==> src/rtl/hazard_unit.sv <==
// -----------------------------------------------------------------------------
// hazard_unit
//
// Pipeline hazard controller for the 5-stage MIPS core. It decides each cycle
// whether PC and IF/ID advance, hold or flush, and whether ID/EX takes a bubble
// or holds. Load-use and ID-stage branch operand hazards are detected
// combinationally. A small registered FSM (IDLE / MD_BUSY) freezes the front
// of the pipeline while the multi-cycle multiply/divide unit occupies EX.
//
// Parameters
//   MD_CYCLES      total EX occupancy of a mult/div instruction (2..63)
//
// Ports
//   clk, rst                 clock (rising edge), async active-high reset
//   IDEX_MemRead/RegWrite    load / register-write flags of the EX instruction
//   IDEX_Rt, IDEX_Rd         load and ALU destinations in EX
//   EXMEM_MemRead, EXMEM_Rt  load flag and destination in MEM
//   IFID_Rs, IFID_Rt         source registers of the ID instruction
//   IFID_Branch              ID instruction is beq/bne
//   Branch_Taken, Jump       ID branch taken / ID instruction is j/jal
//   MD_Start                 mult/div instruction present in EX
//   PCWrite, IDWrite         1 = hold PC / hold IF/ID
//   IF_Flush                 1 = load zero instruction into IF/ID
//   ID_Flush                 1 = bubble into ID/EX
//   EX_Hold                  1 = hold ID/EX contents
//   MD_Done                  pulse on the last EX cycle of a mult/div
//
// Optional feature (macro HAZARD_STATS_EN):
//   STALL_CNT, FLUSH_CNT     free-running 32-bit counters of IDWrite / IF_Flush
//                            cycles, wrapping, async reset to 0.
// -----------------------------------------------------------------------------
module hazard_unit #(
    parameter int MD_CYCLES = 32
) (
    input  logic       clk,
    input  logic       rst,
    input  logic       IDEX_MemRead,
    input  logic       IDEX_RegWrite,
    input  logic [4:0] IDEX_Rt,
    input  logic [4:0] IDEX_Rd,
    input  logic       EXMEM_MemRead,
    input  logic [4:0] EXMEM_Rt,
    input  logic [4:0] IFID_Rs,
    input  logic [4:0] IFID_Rt,
    input  logic       IFID_Branch,
    input  logic       Branch_Taken,
    input  logic       Jump,
    input  logic       MD_Start,
    output logic       PCWrite,
    output logic       IDWrite,
    output logic       IF_Flush,
    output logic       ID_Flush,
    output logic       EX_Hold,
    output logic       MD_Done
`ifdef HAZARD_STATS_EN
    ,
    output logic [31:0] STALL_CNT,
    output logic [31:0] FLUSH_CNT
`endif
);

    typedef enum logic [0:0] {
        ST_IDLE    = 1'b0,
        ST_MD_BUSY = 1'b1
    } md_state_t;

    // Counter load value: the start cycle itself is the first of MD_CYCLES.
    localparam logic [5:0] MD_LOAD = 6'(MD_CYCLES - 1);

    md_state_t  r_state;
    md_state_t  w_state_next;
    logic [5:0] r_cnt;
    logic [5:0] w_cnt_next;

    logic w_lu;
    logic w_ba;
    logic w_bl;
    logic w_hazard;
    logic w_md_hold;
    logic w_md_done;

    // Register r0 is hard-wired zero, so a zero field never creates a dependency.
    function automatic logic reg_match(input logic [4:0] dst, input logic [4:0] src);
        reg_match = (dst != 5'd0) && (dst == src);
    endfunction

    // Hazard detection from the current pipeline register contents.
    always_comb begin
        w_lu = IDEX_MemRead &&
               (reg_match(IDEX_Rt, IFID_Rs) || reg_match(IDEX_Rt, IFID_Rt));
        w_ba = IFID_Branch && IDEX_RegWrite &&
               (reg_match(IDEX_Rd, IFID_Rs) || reg_match(IDEX_Rd, IFID_Rt));
        w_bl = IFID_Branch && EXMEM_MemRead &&
               (reg_match(EXMEM_Rt, IFID_Rs) || reg_match(EXMEM_Rt, IFID_Rt));
        w_hazard = w_lu || w_ba || w_bl;
    end

    // MD FSM state register and occupancy counter.
    always_ff @(posedge clk or posedge rst) begin
        if (rst) begin
            r_state <= ST_IDLE;
            r_cnt   <= 6'd0;
        end else begin
            r_state <= w_state_next;
            r_cnt   <= w_cnt_next;
        end
    end

    // MD FSM next-state and counter update.
    always_comb begin
        w_state_next = r_state;
        w_cnt_next   = r_cnt;
        case (r_state)
            ST_IDLE: begin
                if (MD_Start) begin
                    w_state_next = ST_MD_BUSY;
                    w_cnt_next   = MD_LOAD;
                end else begin
                    w_state_next = ST_IDLE;
                    w_cnt_next   = 6'd0;
                end
            end
            ST_MD_BUSY: begin
                // MD_Start stays high while the instruction sits in EX and is
                // deliberately ignored here. A zero count cannot occur in
                // normal operation; it falls back to IDLE rather than sticking.
                if (r_cnt > 6'd1) begin
                    w_state_next = ST_MD_BUSY;
                    w_cnt_next   = r_cnt - 6'd1;
                end else begin
                    w_state_next = ST_IDLE;
                    w_cnt_next   = 6'd0;
                end
            end
            default: begin
                w_state_next = ST_IDLE;
                w_cnt_next   = 6'd0;
            end
        endcase
    end

    // MD FSM outputs: hold covers the start cycle and every busy cycle but the last.
    always_comb begin
        w_md_hold = 1'b0;
        w_md_done = 1'b0;
        case (r_state)
            ST_IDLE: begin
                w_md_hold = MD_Start;
                w_md_done = 1'b0;
            end
            ST_MD_BUSY: begin
                w_md_hold = (r_cnt > 6'd1);
                w_md_done = (r_cnt == 6'd1);
            end
            default: begin
                w_md_hold = 1'b0;
                w_md_done = 1'b0;
            end
        endcase
    end

    // Pipeline control with priority reset > MD hold > data stall > flush.
    // Reset is applied here too so outputs drop without waiting for a clock.
    always_comb begin
        PCWrite  = 1'b0;
        IDWrite  = 1'b0;
        IF_Flush = 1'b0;
        ID_Flush = 1'b0;
        EX_Hold  = 1'b0;
        MD_Done  = 1'b0;
        if (rst) begin
            MD_Done = 1'b0;
        end else if (w_md_hold) begin
            PCWrite = 1'b1;
            IDWrite = 1'b1;
            EX_Hold = 1'b1;
        end else if (w_hazard) begin
            // The last MD cycle releases the hold, so hazards are acted on again.
            MD_Done  = w_md_done;
            PCWrite  = 1'b1;
            IDWrite  = 1'b1;
            ID_Flush = 1'b1;
        end else if (Branch_Taken || Jump) begin
            MD_Done  = w_md_done;
            IF_Flush = 1'b1;
        end else begin
            MD_Done = w_md_done;
        end
    end

`ifdef HAZARD_STATS_EN
    logic [31:0] r_stall_cnt;
    logic [31:0] r_flush_cnt;

    // Stall / flush cycle counters; natural 32-bit wrap.
    always_ff @(posedge clk or posedge rst) begin
        if (rst) begin
            r_stall_cnt <= 32'd0;
            r_flush_cnt <= 32'd0;
        end else begin
            if (IDWrite) begin
                r_stall_cnt <= r_stall_cnt + 32'd1;
            end else begin
                r_stall_cnt <= r_stall_cnt;
            end
            if (IF_Flush) begin
                r_flush_cnt <= r_flush_cnt + 32'd1;
            end else begin
                r_flush_cnt <= r_flush_cnt;
            end
        end
    end

    assign STALL_CNT = r_stall_cnt;
    assign FLUSH_CNT = r_flush_cnt;
`endif

endmodule

==> config.mk <==
export PLATFORM = sky130hd
export DESIGN_NAME = hazard_unit
export DESIGN_NICKNAME = d
export VERILOG_FILES = /design/src/rtl/hazard_unit.sv
export SDC_FILE = /design/constraint.sdc
export NUM_CORES = 1
export LEC_CHECK = 0
export CAP_MARGIN = 5
export CELL_PAD_IN_SITES_DETAIL_PLACEMENT = 1
export CELL_PAD_IN_SITES_GLOBAL_PLACEMENT = 2
export CORE_MARGIN = 2
export CORE_UTILIZATION = 22
export DETAILED_ROUTE_END_ITERATION = 12
export PLACE_DENSITY = 0.87
export REMOVE_ABC_BUFFERS = 1
export SYNTH_ARGS = -nofsm -noshare
export SYNTH_HDL_FRONTEND = slang
export SYNTH_SLANG_ARGS = --single-unit
==> constraint.sdc <==
create_clock -name clk -period 4.3 [get_ports clk]
set_clock_uncertainty 0.2 [all_clocks]
set_input_delay 1.075 -clock clk [delete_from_list [all_inputs] [get_ports clk]]
set_output_delay 1.075 -clock clk [all_outputs]
set_load 0.02 [all_outputs]
Word level (Yosys, flattened, before mapping)

Index checks and enable logic that the tools add are counted.

Add/sub/neg operators: 1
Multipliers: 0
Divide/modulo/power cells: 0
Magnitude comparators: 1
Equality and inequality tests: 7
Shifts and indexed selects: 0
Muxes and demuxes: 21
Bitwise gates (word level): 1
Reductions and logical operators: 20

Operators by type and width:

| kind                  | count |
|---|---|
| $eq A5 B5 Y1          | 6 |
| $mux W1               | 15 |
| $reduce_bool A5 Y1    | 3 |
| $pmux W6 S2           | 1 |
| $logic_and A1 B1 Y1   | 11 |
| $eq A6 B1 Y1 const B  | 1 |
| $gt A6 B1 Y1 const B  | 1 |
| $logic_or A1 B1 Y1    | 6 |
| $mux W6               | 1 |
| $pmux W1 S2           | 3 |
| $sub A6 B1 Y6 const B | 1 |
| $mux W5               | 1 |
| $not A1 Y1            | 1 |

Flip-flop bits (word level): 7
Latch bits: 0
Bits in writable memories: 0
ROM bits: 0
Input port bits: 34
Logic and storage cells: 53
Memories: 0

Logic depth before layout (Yosys ltp)

Gate-level depths: netlist of run 1.

Word-level depth: 9
Mapped depth: 6
Depth with buffers taken out: 6

Worst setup path after synthesis of run 1

OpenSTA, ideal clock, no wires.

Kind: input -> output
From: input IDEX_Rt[1]
To: output PCWrite
Arrival: 2666 ps
Data required time: 3025 ps
Path slack: 359 ps
Cell stages on the path: 5
Buffers on the path: 1
Cell sequence: or4_1 -> o21a_1 -> a222oi_1 -> a31oi_1 -> buf_4

Cells in the longest elaborated chain, start to end: 9

RTL lines:

| item                                                      | line | text |
|---|---|---|
| start: declaration                                        | 39   | `input logic [4:0] IDEX_Rt,` |
| $eq A5 B5 Y1 / $reduce_bool A5 Y1 (equally long branches) | 84   | `reg_match = (dst != 5'd0) && (dst == src);` |
| $logic_and A1 B1 Y1                                       | 84   |  |
| $logic_or A1 B1 Y1 *                                      | 90   | `(reg_match(IDEX_Rt, IFID_Rs) \|\| reg_match(IDEX_Rt, IFID_Rt));` |
| $logic_and A1 B1 Y1 *                                     | 89   | `w_lu = IDEX_MemRead &&` |
| $logic_or A1 B1 Y1 * (2 in series)                        | 95   | `w_hazard = w_lu \|\| w_ba \|\| w_bl;` |
| $mux W1 * (3 in series)                                   | n/a  |  |
| end: declaration                                          | 49   | `output logic PCWrite,` |

Every way passes the cells marked *; elsewhere a longest branch is shown, timed or not.

Worst setup path after layout of run 1

From: input IDEX_Rd[0]
To: output IF_Flush

Cells in the longest elaborated chain, start to end: 9

RTL lines:

| item                                                      | line | text |
|---|---|---|
| start: declaration                                        | 40   | `input logic [4:0] IDEX_Rd,` |
| $eq A5 B5 Y1 / $reduce_bool A5 Y1 (equally long branches) | 84   |  |
| $logic_and A1 B1 Y1                                       | 84   |  |
| $logic_or A1 B1 Y1 *                                      | 92   | `(reg_match(IDEX_Rd, IFID_Rs) \|\| reg_match(IDEX_Rd, IFID_Rt));` |
| $logic_and A1 B1 Y1 *                                     | 91   | `w_ba = IFID_Branch && IDEX_RegWrite &&` |
| $logic_or A1 B1 Y1 * (2 in series)                        | 95   |  |
| $mux W1 *                                                 | 177  | `end else if (w_hazard) begin` |
| $mux W1 *                                                 | 173  | `end else if (w_md_hold) begin` |
| $mux W1 *                                                 | 171  | `if (rst) begin` |
| end: declaration                                          | 51   | `output logic IF_Flush,` |

Marks and branches as above.

==> results.md, run 1 <==
* Detailed Place HPWL at 2280 um
* Crit path time final at roughly 4.2 ns
* Reg2Reg Depth at 4
* RR Endpoint: r_cnt[4]
* Num rows at 21
* CTS Hold Bufs at 0
* Largest net degree at the start of global routing at 11
* Clock Tree Buf Depth at 2
* Via count at 889
* CP Launch Type: primary input
* Setup ws final at 0.0588 ns
* # nets final at 183
* Setup bufs post-CTS at 0
* First-pass GRT wire length at approximately 4500 um
* Maxcap violations at 0
* Data arrival, critical path at 2.97 ns
* Hold WC Path Type: reg -> reg
* Die H at 62.9 um
* Remaining antenna violation count after routing at 0
* Cells after Synth at between 90 and 100
* Area growth from synthesis to layout at 71.0%
* CTS tree: done
* Initial antenna violation count at 0
* Clock transition at path regs at 0.05 ns
* # IOs at 40
* Clock root buffer master: clkbuf_4
* Max Clock Freq at 0.236 GHz
* Maximum vdd ir drop at 0.0908 mV
* Worst path required time at 3.02 ns
* Reg2reg setup slack at ~2.6 ns
* Synth warn at 0
* FF+latch count, synth at 7
* Max_slew headroom at roughly three quarters
* Fin. Hold Viols at 0
* Slew @ Worst Pin at 0.372 ns
* Dpl ws at -0.492 ns
* Final Max Tran Viols at 0
* Overflow after GRT at 0
* Status: completed
* Fillcell total at approximately 430
* Die Wd at roughly 63 um
* RSZ-0062 raised after global routing: false
* Routed len/inst at 13.5 um
* CTS buffer count at 3
* Total Power at 446 uW
* Setup Crit Path Kind: in -> out
* RR Startpoint: r_cnt[3]
* Number of remaining DRC errors at 0
* CP max-delay cell: clkdlybuf4s50_1
* Post-synthesis instance area at 763 sq um
* Share of layout cells above drive strength 1 at 14.4%
* Wirelength, routed at roughly 2600 um
* Crit end category: output pin
* Worst Hold End: r_cnt[5]
* Die area at 0.00396 sq mm
* Ant. Diodes at 0
* Mapped Avg Cell Area at 8.30 sq um
* Worst stage delay on the critical path at 0.41 ns
* Worst Path Max Fanout at 3
* Buffers & Inverters on Critical Path at 3
* Setup violators final at 0
* Top Family by Delay on Critical Path: buffers and inverters
* CTS H-tree depth at 1
* Hold_sp: r_cnt[5]
* Initial core utilization at a little under a quarter
* Leakage power at 0.000504 uW
* Fin crit share at 98.6%
* I/O Buffers at 39
* Hold Path Stages at 2
* GP Congestion at roughly 0.9
* Total track usage at 14.4%
* Vias in the first global route at 1010
* CTS Sinks at 7
* Clock insertion delay at the later pin of the skew report at about 0.26 ns
* Pwr per Cell Area at 342 mW/mm^2
* Core ar. at 0.00334 sq mm
* Vias per cell at approximately 4.6
* Initial DRC Count at 17
* Critical-path cell list: clkdlybuf4s50_1 > or3_1 > o311a_1 > a222oi_1 > buf_4 > and3_1 > buf_2
* Sequential area share after synthesis at between 20% and 30%
* Most frequent cells in the layout: 33 x xnor2_1, 29 x clkdlybuf4s50_1, 14 x buf_4
* Most common cell after layout, fill and taps aside: xnor2_1
* Final Util at 39.1%
* Post-synth cell types at 25
* TritonRoute pass-1 iters at 4
[per-stage QoR]
step | hold slack (ns) | setup TNS (ns) | area, sq um | cells
2_1_floorplan | 0.292 | 0 | 752 | 90
3_3_place_gp | 0.329 | -1.72 | 1300 | 188
3_5_place_dp | 0.337 | -1.69 | 1300 | 188
4_1_cts | 0.353 | 0 | 1310 | 192
5_1_grt | 0.381 | 0 | 1310 | 192
6_report | 0.344 | 0 | 1310 | 192
[power breakdown]
group	total, uW	internal (uW)	switching (uW)
clock	61.7	35.5	26.2
sequential	126	97.9	28.1
combinational	259	126	132
[layout make-up]
class	instances	area, sq um	share of cell area [%]
Clock buffer	4	26.3	2.01
Inverter	3	11.3	0.863
Multi-Input combinational cell	80	572	43.8
Sequential cell	7	175	13.4
Tap cell	46	57.6	4.41
Timing Repair Buffer	52	463	35.5
[worst max path at each step]
stage / slack (ns) / cells after the start / startpoint / endpoint
2_1_floorplan: 0.48 / 4 / IDEX_Rt[1] / IDWrite
3_3_place_gp: -0.51 / 7 / IDEX_Rt[1] / IF_Flush
3_5_place_dp: -0.49 / 7 / IDEX_Rt[1] / IF_Flush
4_1_cts: 0.009 / 7 / IDEX_Rd[0] / IF_Flush
5_1_grt: 0.01 / 7 / IDEX_Rt[1] / IF_Flush
6_report: 0.06 / 7 / IDEX_Rd[0] / IF_Flush
[layer usage]
metal	global-route usage (%)	vias to the layer above	wire length, um
li1	-	428	-
met1	14.6	399	1030
met2	27.8	53	1310
met3	3.24	9	185
met4	6.11	0	74
met5	0	-	0
[what timing repair did]
action                     CTS  global route
pin swaps                    5             1
gates resized for setup     27             0
setup endpoints to repair    4             1
[worst min-delay path: stages (launching register included)]
cell     delay, ns
dfrtp_1       0.36
xor2_1        0.07
nor2_1        0.07
[synth_stat cells]
master	n	area [sq um]
nor3_1	2	10.0
buf_4	1	7.51
xor2_1	1	8.76
a31oi_1	1	6.26
xnor2_1	33	289
nand3_1	6	30.0
nor3b_1	1	7.51
nor2_1	3	11.3
nand2_1	9	33.8
a21oi_1	1	5.00
nand2b_1	1	6.26
clkbuf_1	1	3.75
o21ai_0	7	35.0
nor4_1	1	6.26
or3_1	2	12.5
ha_1	2	25.0
o311a_1	2	20.0
and3_1	1	6.26
o22ai_1	3	18.8
and4_1	1	8.76
o21a_1	1	7.51
or4_1	1	7.51
a222oi_1	1	10.0
dfrtp_1	7	175
inv_1	3	11.3
[cell families after synthesis]
kind of cell,count (synthesis),synth area share (%)
adder cells (fa/ha/maj),2,3.28
flip-flops,7,23.0
AND/OR/NAND/NOR,28,18.4
buffers and inverters,5,2.95
AO/OA/AOI/OAI,16,13.4
XOR/XNOR,34,39.0
[flip-flops by register name (all words and copies together), names as in the netlist]
register  count
r_state       1
r_cnt         6
No activity file was read; power rests on OpenSTA's default activity.
==> run 2, diff against run 1 <==
CORE_UTILIZATION = 21   (was 22)
PLACE_DENSITY = default   (was 0.87)
PLACE_DENSITY_LB_ADDON = 0.08   (was default)
clock period = 4.4 ns   (was 4.3 ns; I/O delays follow)
==> results.md, run 2 (synthesized netlist as in run 1, its figures left out) <==
* Remaining antenna violation count after routing at 0
* Initial DRC Count at 13
* First-pass GRT wire length at 3970 um
* Most frequent cells in the layout: 33 x xnor2_1, 27 x clkdlybuf4s50_1, 15 x buf_4
* Vias in the first global route at about 900
* Seq pwr share at 27.2%
* Setup violators final at 0
* Wirelength, routed at about 2400 um
* Clock root buffer master: clkbuf_4
* Core ar. at around 0.0034 sq mm
* Gate power share at 60.2%
* Fin. Hold Viols at 0
* # nets final at 183
* Switching power at 182 uW
* # IOs at 40
* Detailed Place HPWL at 2180 um
* Via count at 849
* RSZ-0062 raised after global routing: false
* TritonRoute pass-1 iters at 4
* Largest regs: r_cnt: 6 flops, r_state: 1 flops
* Clock insertion delay at the later pin of the skew report at between 0.2 and 0.25 ns
* Setup bufs post-CTS at 0
* Vias per cell at between 4 and 5
* RR Endpoint: r_cnt[3]
* Post-route cell area at approximately 0.0014 sq mm
* Worst hold margin at about 0.34 ns
* Clock Tree Buf Depth at 2
* I/O Buffers at 39
* Die Wd at 64.3 um
* Status: completed
* Max_slew headroom at 75.9%
* Critical-path cell list: clkdlybuf4s50_1 > or3_4 > o311a_1 > a222oi_1 > buf_4 > and3_4 > buf_6
* Max FFs per register at 6
* Clock share of power at 12.6%
* Final Util at 39.9%
* GP Congestion at 0.784
* Worst Hold End: r_cnt[0]
* CTS tree: done
* Maximum vdd ir drop at around 0.08 mV
* CP max-delay cell: clkdlybuf4s50_1
* Most common cell after layout, fill and taps aside: xnor2_1
* Number of remaining DRC errors at 0
* Hold WC Path Type: reg -> reg
* CTS Sinks at 7
* RR Startpoint: r_cnt[3]
* CTS H-tree depth at 1
* Clock transition at path regs at 0.05 ns
* Area after DPL at 0.00130 sq mm
* Dpl ws at -0.457 ns
* Buffers & Inverters on Critical Path at 3
* Data arrival, critical path at ~3 ns
* Largest net degree at the start of global routing at 11
* Die H at 64.3 um
* Reg2Reg Depth at 4
* Total track usage at 12.3%
* Die area at 0.00413 sq mm
* Share of layout cells above drive strength 1 at about 16%
* Initial core utilization at 22.3%
* Worst path required time at a little over 3 ns
* Max Clock Freq at 0.234 GHz
* Register name with the most flops: r_cnt
* CTS buffer count at 3
* Final Max Tran Viols at 0
* CP Launch Type: primary input
* Num rows at 21
* Hold Path Stages at 1
* Ant. Diodes at 0
* Area growth from synthesis to layout at 78.7%
* Top Family by Delay on Critical Path: buffers and inverters
* Crit end category: output pin
* Sw Ratio at 40.8%
* Worst stage delay on the critical path at 0.42 ns
* Slew @ Worst Pin at about 0.36 ns
* Maxcap violations at 0
* Routed len/inst at 12.7 um
* Leakage power at 0.000573 uW
* Worst Path Max Fanout at 3
* Fin crit share at 97.0%
* Initial antenna violation count at 0
* Reg2reg setup slack at 2.61 ns
* Pwr per Cell Area at 327 mW/mm^2
* Overflow after GRT at 0
* Hold_sp: r_cnt[0]
* TNS Setup at 0 ns
* Setup ws final at about 0.13 ns
* Crit path time final at 4.27 ns
* Setup Crit Path Kind: in -> out
* Internal power at 264 uW
-- run 2: changes by cell type in the layout (fill, tap and decap cells not counted), sizes merged --
| cell | previous run | this run |
|---|---|---|
| clkdlybuf4s50 | 29 | 27 |
| dlymetal6s2s | 0 | 8 |
| dlygate4sd2 | 6 | 0 |
-- run 2: worst max path at each step --
stage                     startpoint  endpoint  slack (ns)  cells past startpoint
after floorplan           IDEX_Rt[1]   IDWrite        0.53                      4
after global placement    IDEX_Rt[1]  IF_Flush       -0.44                      7
after detailed placement  IDEX_Rt[1]  IF_Flush       -0.46                      7
after CTS                 IDEX_Rt[1]   IDWrite       0.005                      7
after global routing      IDEX_Rd[1]  IF_Flush        0.03                      7
final                     IDEX_Rd[1]  IF_Flush        0.13                      7
-- run 2: per-layer routing --
metal,track usage [%],part of all wire (%)
met4,4.79,0.78
met2,24.9,58
met3,1.58,4.0
met5,0,0
met1,12.5,37
-- run 2: cell type report --
class / count / area (sq um)
Fill cell: 432 / 2050
Multi-Input combinational cell: 80 / 594
Timing Repair Buffer: 52 / 499
Sequential cell: 7 / 175
Tap cell: 46 / 57.6
Clock buffer: 4 / 26.3
Inverter: 3 / 11.3
-- run 2: worst register-to-register path, stage by stage, from the launching register on --
cell and delay, ns:
dfrtp_1 0.41, nor4_1 0.39, o21ai_0 0.16, nand2_1 0.32, o21ai_0 0.16
-- run 2: through the flow --
stage                     std cells  power [uW]
after detailed placement        188         383
final                           192         446
after floorplan                  90         268
after global routing            192         494
after global placement          188         380
after CTS                       192         435
-- run 2: repair_timing --
action,4_1_cts,5_1_grt
resized for setup,20,16
pin swaps,1,3
endpoints found under the setup margin,4,3
hold buffers,0,0
-- run 2: power by group through the flow --
stage / registers (uW) / clock network [uW] / logic [uW]
final: 121 / 56.0 / 268
after global routing: 128 / 64.5 / 302
after CTS: 122 / 58.1 / 256
after detailed placement: 123 / 0 / 261
after global placement: 121 / 0 / 259
after floorplan: 116 / 0 / 152
==> run 3, diff against run 2 <==
CORE_UTILIZATION = 32   (was 21)
DONT_BUFFER_PORTS = 1   (was default)
==> results.md, run 3 (synthesized netlist as in run 1, its figures left out) <==
* Status: completed
* # nets final at approximately 130
* Number of remaining DRC errors at 0
* CTS tree: done
* Critical-path cell list: or4_1 > o21a_1 > a222oi_1 > a31oi_1
* Clock Tree Buf Depth at 2
* Fillcell total at 277
* Fin. Hold Viols at 0
* Die area at 0.00279 sq mm
* RR Endpoint: r_cnt[4]
* Data arrival, critical path at 2.77 ns
* Ant. Diodes at 0
* RR Startpoint: r_cnt[3]
* # IOs at 40
* CTS Hold Bufs at 0
* Max_slew headroom at 37.6%
* Final Max Tran Viols at 0
* Setup bufs post-CTS at 0
* Share of layout cells above drive strength 1 at 3.19%
* TritonRoute pass-1 iters at 4
* Post-CTS resize count at 0
* CTS Sinks at 7
* Maxcap violations at 0
* Hold WC Path Type: reg -> reg
* TNS Setup at 0 ns
* Clock transition at path regs at 0.05 ns
* I/O Buffers at 0
* Overflow after GRT at 0
* Max FFs per register at 6
* Slew @ Worst Pin at 0.931 ns
* Maximum vdd ir drop at approximately 0.15 mV
* Register name with the most flops: r_cnt
* Remaining antenna violation count after routing at 0
* Worst stage delay on the critical path at 0.53 ns
* Initial DRC Count at 4
* RSZ-0062 raised after global routing: false
* Routed len/inst at 16.1 um
* Reg2Reg Depth at 4
* Clock root buffer master: clkbuf_4
* Core ar. at between 0.002 and 0.0025 sq mm
* CP max-delay cell: or4_1
* Die H at 52.8 um
* Largest net degree at the start of global routing at 11
* CP startpoint: IDEX_Rt[1]
* Fin crit share at 92.5%
* Die Wd at 52.8 um
* Initial core utilization at 34.2%
* Initial antenna violation count at 0
* Vias in the first global route at 752
* Worst Path Max Fanout at 3
* CTS H-tree depth at 1
* Pwr per Cell Area at 444 mW/mm^2
* Crit path time final at about 4.1 ns
* Area growth from synthesis to layout at 6.56%
* Setup violators final at 0
* Wirelength, routed at a little under 2000 um
* Max Clock Freq at 0.246 GHz
* Post-route cell area at 813 sq um
* Total track usage at 16.9%
* Leakage power at 0.000277 uW
* Setup Crit Path Kind: in -> out
* First-pass GRT wire length at 3240 um
* Num rows at 17
* CTS buffer count at 3
* GP Congestion at 0.693
* Largest regs: r_cnt: 6 flops, r_state: 1 flops
* Area after DPL at 787 sq um
* Total Power at ~360 uW
* Reg2reg setup slack at about 2.7 ns
* CP Launch Type: primary input
* Most common cell after layout, fill and taps aside: xnor2_1
* Critical path capture point: IDWrite
* Crit end category: output pin
* Most frequent cells in the layout: 33 x xnor2_1, 9 x nand2_1, 7 x o21ai_0, 7 x dfrtp_1, 6 x nand3_1
* Detailed Place HPWL at 1720 um
* Vias per cell at 5.19
* Clock insertion delay at the later pin of the skew report at 0.25 ns
* Via count at 633
* Worst path required time at 3.10 ns
[run 3: cell count changes in the layout (fill, tap and decap cells not counted), sizes merged]
cell	change
clkdlybuf4s50	-27
dlymetal6s2s	-8
buf	-17
[run 3: report_power, final]
group	total, uW	switching, uW	internal [uW]
logic	178	102	76.8
registers	123	27.6	95.6
clock network	59.6	24.9	34.7
total	361	154	207
[run 3: worst min path at each step]
stage | startpoint | to | depth (start not counted)
5_1_grt | r_cnt[0] | r_cnt[0] | 1
3_5_place_dp | r_cnt[0] | r_cnt[0] | 1
6_report | r_cnt[0] | r_cnt[0] | 1
4_1_cts | r_cnt[0] | r_cnt[0] | 1
3_3_place_gp | r_cnt[0] | r_cnt[0] | 1
2_1_floorplan | r_cnt[0] | r_cnt[0] | 1
[run 3: worst max-delay path: cells and delay by family]
| family | cells | cell delay, ns |
|---|---|---|
| AND/OR/NAND/NOR | 1 | 0.53 |
| AO/OA/AOI/OAI | 3 | 1.14 |
[run 3: layout make-up]
class                           instances  area [sq um]  share of cell area (%)
Inverter                                3          11.3                    1.38
Multi-Input combinational cell         80           566                    69.5
Tap cell                               28          35.0                    4.31
Sequential cell                         7           175                    21.5
Clock buffer                            4          26.3                    3.23
[run 3: per-stage QoR]
step                      cells  worst slack (ns)  hold slack [ns]  utilization (%)
after floorplan              90             0.530            0.292                -
after global placement      118             0.344            0.331             35.2
after detailed placement    118             0.321            0.343             35.2
after CTS                   122             0.319            0.350             36.4
after global routing        122             0.238            0.407             36.4
final                       122             0.332            0.345             36.4
[run 3: routing by layer]
| metal | GRT usage, % | wire length (um) | up-vias |
|---|---|---|---|
| li1 | - | - | 322 |
| met1 | 17.2 | 703 | 285 |
| met2 | 30.8 | 1100 | 22 |
| met3 | 2.86 | 111 | 4 |
| met4 | 11.5 | 55 | 0 |
| met5 | 0 | 0 | - |
